<file path="config.mk">
export PLATFORM = sky130hd
export DESIGN_NAME = bcd_decoder
export DESIGN_NICKNAME = d
export VERILOG_FILES = /design/src/rtl/bcd_pkg.sv /design/src/rtl/bcd_digit_decode.sv /design/src/rtl/bcd_decoder.sv
export SDC_FILE = /design/constraint.sdc
export NUM_CORES = 1
export LEC_CHECK = 0
export CAP_MARGIN = 10
export CORE_ASPECT_RATIO = 1.25
export CORE_UTILIZATION = 51
export CTS_BUF_LIST = sky130_fd_sc_hd__clkbuf_8
export DETAILED_ROUTE_END_ITERATION = 7
export PLACE_DENSITY = 0.87
export SLEW_MARGIN = 20
export SYNTH_ARGS = -nofsm -noshare
export SYNTH_HDL_FRONTEND = slang
export SYNTH_SLANG_ARGS = --single-unit
</file>
<file path="constraint.sdc">
create_clock -name clk -period 3.9 [get_ports clk]
set_input_delay 0.78 -clock clk [delete_from_list [all_inputs] [get_ports clk]]
set_output_delay 0.78 -clock clk [all_outputs]
set_load 0.02 [all_outputs]
</file>
<file path="src/rtl/bcd_pkg.sv">
// Shared BCD types and constants, used by the encoder/decoder pair and their benches.
package bcd_pkg;

    typedef logic [3:0] bcd_digit_t;
    typedef logic [9:1] decimal_t;

    typedef enum logic {
        IDLE = 1'b0,
        EMIT = 1'b1
    } bcd_dec_state_t;

    localparam int BCD_MAX_DIGIT = 9;

    // Codes 10-15 are not decimal digits.
    function automatic logic is_bcd(input bcd_digit_t digit);
        return digit <= bcd_digit_t'(BCD_MAX_DIGIT);
    endfunction

endpackage

</file>
<file path="src/rtl/bcd_digit_decode.sv">
// Combinational single-digit decoder: BCD code to one-hot [9:1] decimal plus
// an invalid-code flag. Digit 0 and invalid codes both give an all-zero vector.
module bcd_digit_decode (
    input  logic [3:0] digit,
    output logic [9:1] decimal,
    output logic       error
);
    import bcd_pkg::*;

    bcd_digit_t digit_t;

    assign digit_t = bcd_digit_t'(digit);

    generate
        for (genvar gi = 1; gi <= BCD_MAX_DIGIT; gi++) begin : g_onehot
            assign decimal[gi] = (digit_t == bcd_digit_t'(gi));
        end
    endgenerate

    assign error = !is_bcd(digit_t);

endmodule

</file>
<file path="src/rtl/bcd_decoder.sv">
// Sequential BCD word decoder: accepts a packed word, then emits one decimal
// one-hot digit per handshake, most-significant digit first.
module bcd_decoder #(
    parameter int NUM_DIGITS = 4,
    parameter int ERR_CNT_W  = 8,
    localparam int IDX_W     = (NUM_DIGITS > 1) ? $clog2(NUM_DIGITS) : 1
) (
    input  logic                    clk,
    input  logic                    rst,
    input  logic [4*NUM_DIGITS-1:0] bcd_in,
    input  logic                    in_valid,
    output logic                    in_ready,
    output logic [9:1]              decimal_out,
    output logic [IDX_W-1:0]        digit_index,
    output logic                    out_error,
    output logic                    out_last,
    output logic                    out_valid,
    input  logic                    out_ready,
    output logic [ERR_CNT_W-1:0]    error_count
);
    import bcd_pkg::*;

    // Digit slots are padded to a power of two so the index never selects
    // outside the array, whatever NUM_DIGITS is.
    localparam int SLOTS = 1 << IDX_W;

    bcd_dec_state_t          state_reg, state_next;
    logic [4*NUM_DIGITS-1:0] word_reg, word_next;
    logic [IDX_W-1:0]        idx_reg, idx_next;
    logic [ERR_CNT_W-1:0]    err_cnt_reg, err_cnt_next;

    bcd_digit_t digit_slot [SLOTS];
    bcd_digit_t sel_digit;
    decimal_t   sel_decimal;
    logic       sel_error;
    logic       emit;

    generate
        for (genvar gi = 0; gi < SLOTS; gi++) begin : g_slot
            if (gi < NUM_DIGITS) begin : g_used
                assign digit_slot[gi] = word_reg[4*gi +: 4];
            end else begin : g_pad
                assign digit_slot[gi] = '0;
            end
        end
    endgenerate

    assign sel_digit = digit_slot[idx_reg];

    bcd_digit_decode u_digit_decode (
        .digit   (sel_digit),
        .decimal (sel_decimal),
        .error   (sel_error)
    );

    // Outputs come only from registered state; gating by EMIT keeps them at
    // their reset values whenever nothing is being presented.
    assign emit        = (state_reg == EMIT);
    assign in_ready    = !emit;
    assign out_valid   = emit;
    assign decimal_out = emit ? sel_decimal : '0;
    assign out_error   = emit & sel_error;
    assign out_last    = emit & (idx_reg == '0);
    assign digit_index = emit ? idx_reg : '0;
    assign error_count = err_cnt_reg;

    always_comb begin
        state_next   = state_reg;
        word_next    = word_reg;
        idx_next     = idx_reg;
        err_cnt_next = err_cnt_reg;
        case (state_reg)
            IDLE: begin
                if (in_valid) begin
                    word_next  = bcd_in;
                    idx_next   = IDX_W'(NUM_DIGITS - 1);
                    state_next = EMIT;
                end
            end
            EMIT: begin
                if (out_ready) begin
                    if (idx_reg == '0) begin
                        state_next = IDLE;
                    end else begin
                        idx_next = idx_reg - 1'b1;
                    end
                    if (sel_error && (err_cnt_reg != '1)) begin
                        err_cnt_next = err_cnt_reg + 1'b1;
                    end
                end
            end
            default: state_next = IDLE;
        endcase
    end

    always_ff @(posedge clk or posedge rst) begin
        if (rst) begin
            state_reg   <= IDLE;
            word_reg    <= '0;
            idx_reg     <= '0;
            err_cnt_reg <= '0;
        end else begin
            state_reg   <= state_next;
            word_reg    <= word_next;
            idx_reg     <= idx_next;
            err_cnt_reg <= err_cnt_next;
        end
    end

endmodule

</file>
# Word-level counts from Yosys, hierarchy flattened
# Index checks and enable logic that the tools add are counted.
[word_totals]
inputBits = 20
register_bits = 27
wordCells = 45
out_inout_bits = 23
[op_classes]
bitwise = 4
n_mux = 13
n_eq_ne = 13
n_addsub = 2
n_lt_le_gt_ge = 2
reduce_logical = 7
[op_table]
columns = ["cell", "n"]
rows = [
  ["4-bit by 3-bit == test with 1-bit output, second input constant", 4],
  ["9-bit two-way mux", 1],
  ["8-bit by 1-bit adder with 8-bit output, second input constant", 1],
  ["4-bit binary-select mux with 2-bit select", 1],
  ["4-bit by 2-bit == test with 1-bit output, second input constant", 2],
  ["4-bit == test, second input constant", 2],
  ["2-bit two-way mux", 4],
  ["4-bit two-way mux", 2],
  ["8-bit inequality test, second input constant", 1],
  ["2-bit inequality test, second input constant", 3],
  ["3-bit AND reduction", 2],
  ["4-bit by 1-bit == test with 1-bit output, second input constant", 1],
  ["4-bit less-or-equal comparator, second input constant", 1],
  ["2-bit one-hot mux with 2 select lines", 1],
  ["3-bit >= comparator, second input constant", 1],
  ["1-bit two-way mux", 3],
  ["2-bit inverter with 3-bit output", 1],
  ["1-bit AND", 2],
  ["1-bit logical NOT", 2],
  ["2-bit logical NOT", 1],
  ["1-bit one-hot mux with 2 select lines", 1],
  ["2-bit AND reduction", 1],
  ["2-bit by 1-bit subtractor with 2-bit output, second input constant", 1],
  ["1-bit logical AND", 1],
  ["1-bit inverter", 1],
]

# Longest topological paths before layout
# Gate-level depths: netlist (run 1).
[logic_depth]
ltp_word = 8
ltp_mapped = 6
depth_no_buf = 5

# By module
# Synthesis (run 1) repeated with hierarchy kept, for this count alone.
[hier_totals]
hier_cells = 122
hier_area_um2 = 1501.4
[by_module_without_submodules]
columns = ["mod", "area_per_inst_um2", "cells_each", "instances", "seq_area_each_um2"]
rows = [
  ["bcd_decoder", 1358.8, 109, 1, 675.6],
  ["bcd_digit_decode", 142.6, 13, 1, 0.0],
]

# Worst setup path after synthesis (run 1)
# No wires, ideal clock.
[synth_timing]
kind = "reg2out"
from = "register idx_reg[0]"
to = "output port decimal_out[1] in the netlist's numbering"
path_stages_with_launch = 5
slack_ns = 1.425
arrival_ns = 1.695
path_buffers = 1
t_required_ns = 3.120
cell_sequence = "dfrtp_1 -> buf_6 -> mux4_2 -> or3_1 -> nor2_1"
[synth_via]
elab_chain_cells = 6
[synth_lines]
columns = ["item", "line_no", "rtl"]
rows = [
  ["from (decl)", "bcd_decoder.sv:29", "logic [IDX_W-1:0] idx_reg, idx_next;"],
  ["from (signal assigned)", "bcd_decoder.sv:105", "idx_reg <= idx_next;"],
  ["2-bit inverter with 3-bit output (implied by the code)", "bcd_decoder.sv:48", "assign sel_digit = digit_slot[idx_reg];"],
  ["4-bit binary-select mux with 2-bit select", "bcd_decoder.sv:48", ""],
  ["4-bit two-way mux (implied by the code) (2 in series)", "bcd_decoder.sv:48", ""],
  ["4-bit by 1-bit == test with 1-bit output", "bcd_digit_decode.sv:16", "assign decimal[gi] = (digit_t == bcd_digit_t'(gi));"],
  ["9-bit two-way mux", "bcd_decoder.sv:61", "assign decimal_out = emit ? sel_decimal : '0;"],
  ["to (decl)", "bcd_decoder.sv:13", "output logic [9:1] decimal_out,"],
]
# Every way passes these cells. The select of a mux whose other input is x is not followed.

# Worst setup path in the final report (run 1)
[layout_timing]
from = "register idx_reg[0]"
to = "output port decimal_out[3] in the netlist's numbering"
[layout_via]
elab_chain_cells = 6
[layout_lines]
columns = ["item", "line_no"]
rows = [
  ["2-bit inverter with 3-bit output (implied by the code)", "bcd_decoder.sv:48"],
  ["4-bit binary-select mux with 2-bit select", "bcd_decoder.sv:48"],
  ["4-bit two-way mux (implied by the code) (2 in series)", "bcd_decoder.sv:48"],
  ["4-bit by 2-bit == test with 1-bit output", "bcd_digit_decode.sv:16"],
  ["9-bit two-way mux", "bcd_decoder.sv:61"],
]
# Every way passes these cells. The select of a mux whose other input is x is not followed.

==> Flow_metrics.wiki, run 1 <==
{| class="wikitable"
! Metric !! Value
|-
| Standby leakage power || 0.0007893 µW
|-
| TritonCTS clock tree || yes
|-
| Switching power as a share of total power || 41.55%
|-
| Number of placed cells counting well taps || 186
|-
| Worst setup slack for register-to-register paths || 1.84 ns
|-
| Nature of the critical path endpoint || output pin
|-
| Clock period minus worst slack || 3.389 ns
|-
| Layout-stage area growth over the synthesis result || 36.77%
|-
| Count of hold-fix buffers inserted at cts || 0
|-
| Via Count || 1029
|-
| Share of layout cells above drive strength 1 || 18.47%
|-
| Post-layout total power || 1581 µW
|-
| Hold path depth || 1
|-
| I/O pin cnt || 43
|-
| Share of total power in the clock network || 10.3%
|-
| CP Launch Point || idx_reg[0]$_DFFE_PP0P_
|-
| Internal power || 924.4 µW
|-
| Yosys Warn Count || 0
|-
| Post-CTS repair timing setup buffer count || 0
|-
| WL per Instance || 15.68 µm
|-
| Number of non-filler instances in the completed layout || 190
|-
| Critical Path Start Type || register
|-
| Maximum root-to-sink buffer count || 2
|-
| Power share of the combinational group || 57.0%
|-
| Number of violations of the max-capacitance limit || 0
|-
| Number of hold violations in the final report || 0
|-
| Drt total wl || 2980 µm
|-
| Worst clock skew on the final layout || 0.004997 ns
|-
| Initial antenna violation count || 0
|-
| Share of async-settable or async-resettable flops after synthesis || 100.0%
|-
| Post-synth net total || 135
|-
| Slew at the pin closest to its max-slew limit || 0.9406 ns
|-
| # setup viols final || 0
|-
| Number of flip-flops under the largest register name || 16
|-
| Total standard cell area after synthesis || 1348 µm²
|-
| Worst-path fanout max || 7
|-
| Main synth FF type || sky130_fd_sc_hd__dfrtp_1
|-
| Inserted Diodes || 0
|-
| Fill cell instance count of the final layout || 164
|-
| Sink Count || 27
|-
| Number of nets with antenna violations after detailed routing || 0
|-
| Core Area || 2477 µm²
|-
| Worst reg2reg path startpoint || idx_reg[0]$_DFFE_PP0P_
|-
| Maximum number of pins on one net before global-route repair || 28
|-
| Clock transition at the registers of the reported paths || 0.09 ns
|-
| Floorplan die area || 2853 µm²
|-
| Clock latency on the worst-skew pair || 0.28 ns
|-
| Routability Congestion || 0.8466
|-
| Reg-to-reg critical path endpoint || error_count[1]$_DFFE_PP0P_
|-
| Worst setup path category || register to output pin
|-
| Final HPWL from detailed placement || 2201 µm
|-
| Initial Util || 54.39%
|-
| Via count normalized by instance count || 5.416
|-
| Sequential element share of the synthesized area || 50.14%
|-
| Kind of path behind the tightest hold check || register to register
|-
| Standard-cell rows || 20
|-
| H-tree lvl count || 1
|-
| Fmax || 0.2951 GHz
|-
| GRT overflow || 0
|-
| Portion of the clock cycle consumed by the worst path in the final layout || 86.90%
|-
| Number of optimization iterations in the first detailed-route pass || 4
|-
| Beginning of the worst hold path || error_count[5]$_DFFE_PP0P_
|-
| DRC violation count after routing || 0
|-
| Horizontal die dimension || 47.98 µm
|-
| Mean instance size in the synthesized netlist || 11.93 µm²
|-
| Worst supply voltage drop on vdd || 0.4947 mV
|-
| Outcome || finished, final reports clean
|-
| Distinct cells, synth || 29
|-
| Post-Synthesis Cells || 113
|-
| Number of enable flip-flop cells after synthesis || 0
|-
| Register bit count reported by yosys || 27
|-
| Die extent in y || 59.47 µm
|-
| Number of buffers created by CTS || 3
|-
| Sequential cell fraction of total power || 32.8%
|-
| Net switching power || 657.0 µW
|-
| Required time of the worst setup path || 3.12 ns
|-
| DRT iter0 DRCs || 33
|-
| First-pass GRT wire length || 4864 µm
|-
| Count of buffers from port buffering || 42
|-
| Endpoint of the worst hold path || error_count[5]$_DFFE_PP0P_
|-
| Aggregate global-route resource usage || 25.12%
|-
| Number of resized instances in the post-cts repair step || 0
|-
| Most frequent standard cell in the layout excluding fill and tap cells || sky130_fd_sc_hd__clkdlybuf4s50_1
|-
| Max-slew violation total from the final report || 0
|-
| Clock root buffer || sky130_fd_sc_hd__clkbuf_8
|-
| Commonest cells after routing, fill and taps aside || sky130_fd_sc_hd__clkdlybuf4s50_1 (42), sky130_fd_sc_hd__dfrtp_1 (27), sky130_fd_sc_hd__mux2_2 (16), sky130_fd_sc_hd__nor2_1 (14)
|-
| Number of global-route vias before repair || 1040
|-
| Worst Reg-to-Reg Cells || 4
|-
| Nets || 180
|-
| Worst rel slew slack || 36.91%
|-
| Total negative slack for setup checks || 0 ns
|-
| RSZ-0062 raised after global routing || false
|-
| Arrival time at the worst endpoint || 2.61 ns
|-
| Power density normalized to cell area || 858.0 nW/µm²
|}
[metrics by stage]
step	worst slack, ns	area [µm²]	hold slack, ns	util [%]
after floorplan	1.425	1348	0.4720	-
after global placement	0.8865	1797	0.4795	72.53
after detailed placement	0.8262	1797	0.4876	72.53
after CTS	0.4980	1843	0.5016	74.39
after global routing	0.4034	1843	0.5188	74.39
final	0.5109	1843	0.5064	74.39
[Yosys cell counts (all sizes together) (2+ instances only)]
library cell  count  area [µm²]
xnor2             2       17.52
nand2b            2       12.51
inv               7       26.28
nand3             4       20.02
mux2             17       195.2
dfrtp            27       675.7
a21oi             2       10.01
nor4              3       18.77
nor2b             2       12.51
nor3              4       20.02
nor2             15       58.81
or2               2       12.51
nand2             4       15.01
xor2              6       52.55
buf               2       16.26
ha                2       25.02
mux4              4       93.84
[cell families after synthesis]
logic type,share of synthesized area (%)
adder cells (fa/ha/maj),1.857
buffers and inverters,3.435
AO/OA/AOI/OAI,3.900
AND/OR/NAND/NOR,14.02
XOR/XNOR,5.200
multiplexers,21.45
flip-flops,50.14
[final cells by class]
class | count | area [µm²] | share of cell area [%]
Sequential cell | 27 | 675.6 | 36.66
Multi-Input combinational cell | 76 | 625.6 | 33.94
Timing Repair Buffer | 43 | 427.9 | 23.22
Clock buffer | 3 | 41.29 | 2.240
Tap cell | 33 | 41.29 | 2.240
Inverter | 7 | 26.28 | 1.426
Clock inverter | 1 | 5.005 | 0.2716
[power by group through the flow]
stage	registers (µW)	logic, µW	clock network, µW
6_report	518	901	162
5_1_grt	536	974	176
4_1_cts	516	901	162
3_3_place_gp	513	859	0
3_5_place_dp	520	896	0
2_1_floorplan	508	579	0
[worst max-delay path, cell delays in order (launching register included)]
cell                              delay, ns
sky130_fd_sc_hd__dfrtp_1               0.54
sky130_fd_sc_hd__mux4_2                0.62
sky130_fd_sc_hd__or3_1                 0.43
sky130_fd_sc_hd__nor2_1                0.12
sky130_fd_sc_hd__clkdlybuf4s50_1       0.62
[layer usage]
layer / track usage (%) / vias to the layer above / share of wire [%]
met5: 0 / - / 0
met4: 12.70 / 0 / 2.6
met3: 4.268 / 7 / 3.1
met2: 38.03 / 26 / 53
met1: 34.08 / 515 / 41
li1: - / 481 / -
[how the worst max path moves through the flow]
stage | to | slack [ns] | depth (start not counted)
2_1_floorplan | decimal_out[1] | 1.42 | 4
5_1_grt | decimal_out[3] | 0.40 | 4
4_1_cts | decimal_out[3] | 0.50 | 4
3_3_place_gp | decimal_out[2] | 0.89 | 4
3_5_place_dp | decimal_out[3] | 0.83 | 4
6_report | decimal_out[3] | 0.51 | 4
Power figures use the tool's default switching activity.
==> run 2, diff against run 1 <==
--- a/config.mk
+++ b/config.mk
@@ -10,6 +10,7 @@
 export CORE_UTILIZATION = 51
 export CTS_BUF_LIST = sky130_fd_sc_hd__clkbuf_8
 export DETAILED_ROUTE_END_ITERATION = 7
+export GPL_ROUTABILITY_DRIVEN = 0
 export PLACE_DENSITY = 0.87
 export SLEW_MARGIN = 20
 export SYNTH_ARGS = -nofsm -noshare
==> results of run 2 <==
Final layout, timing and power as in run 1 (identical DEF).
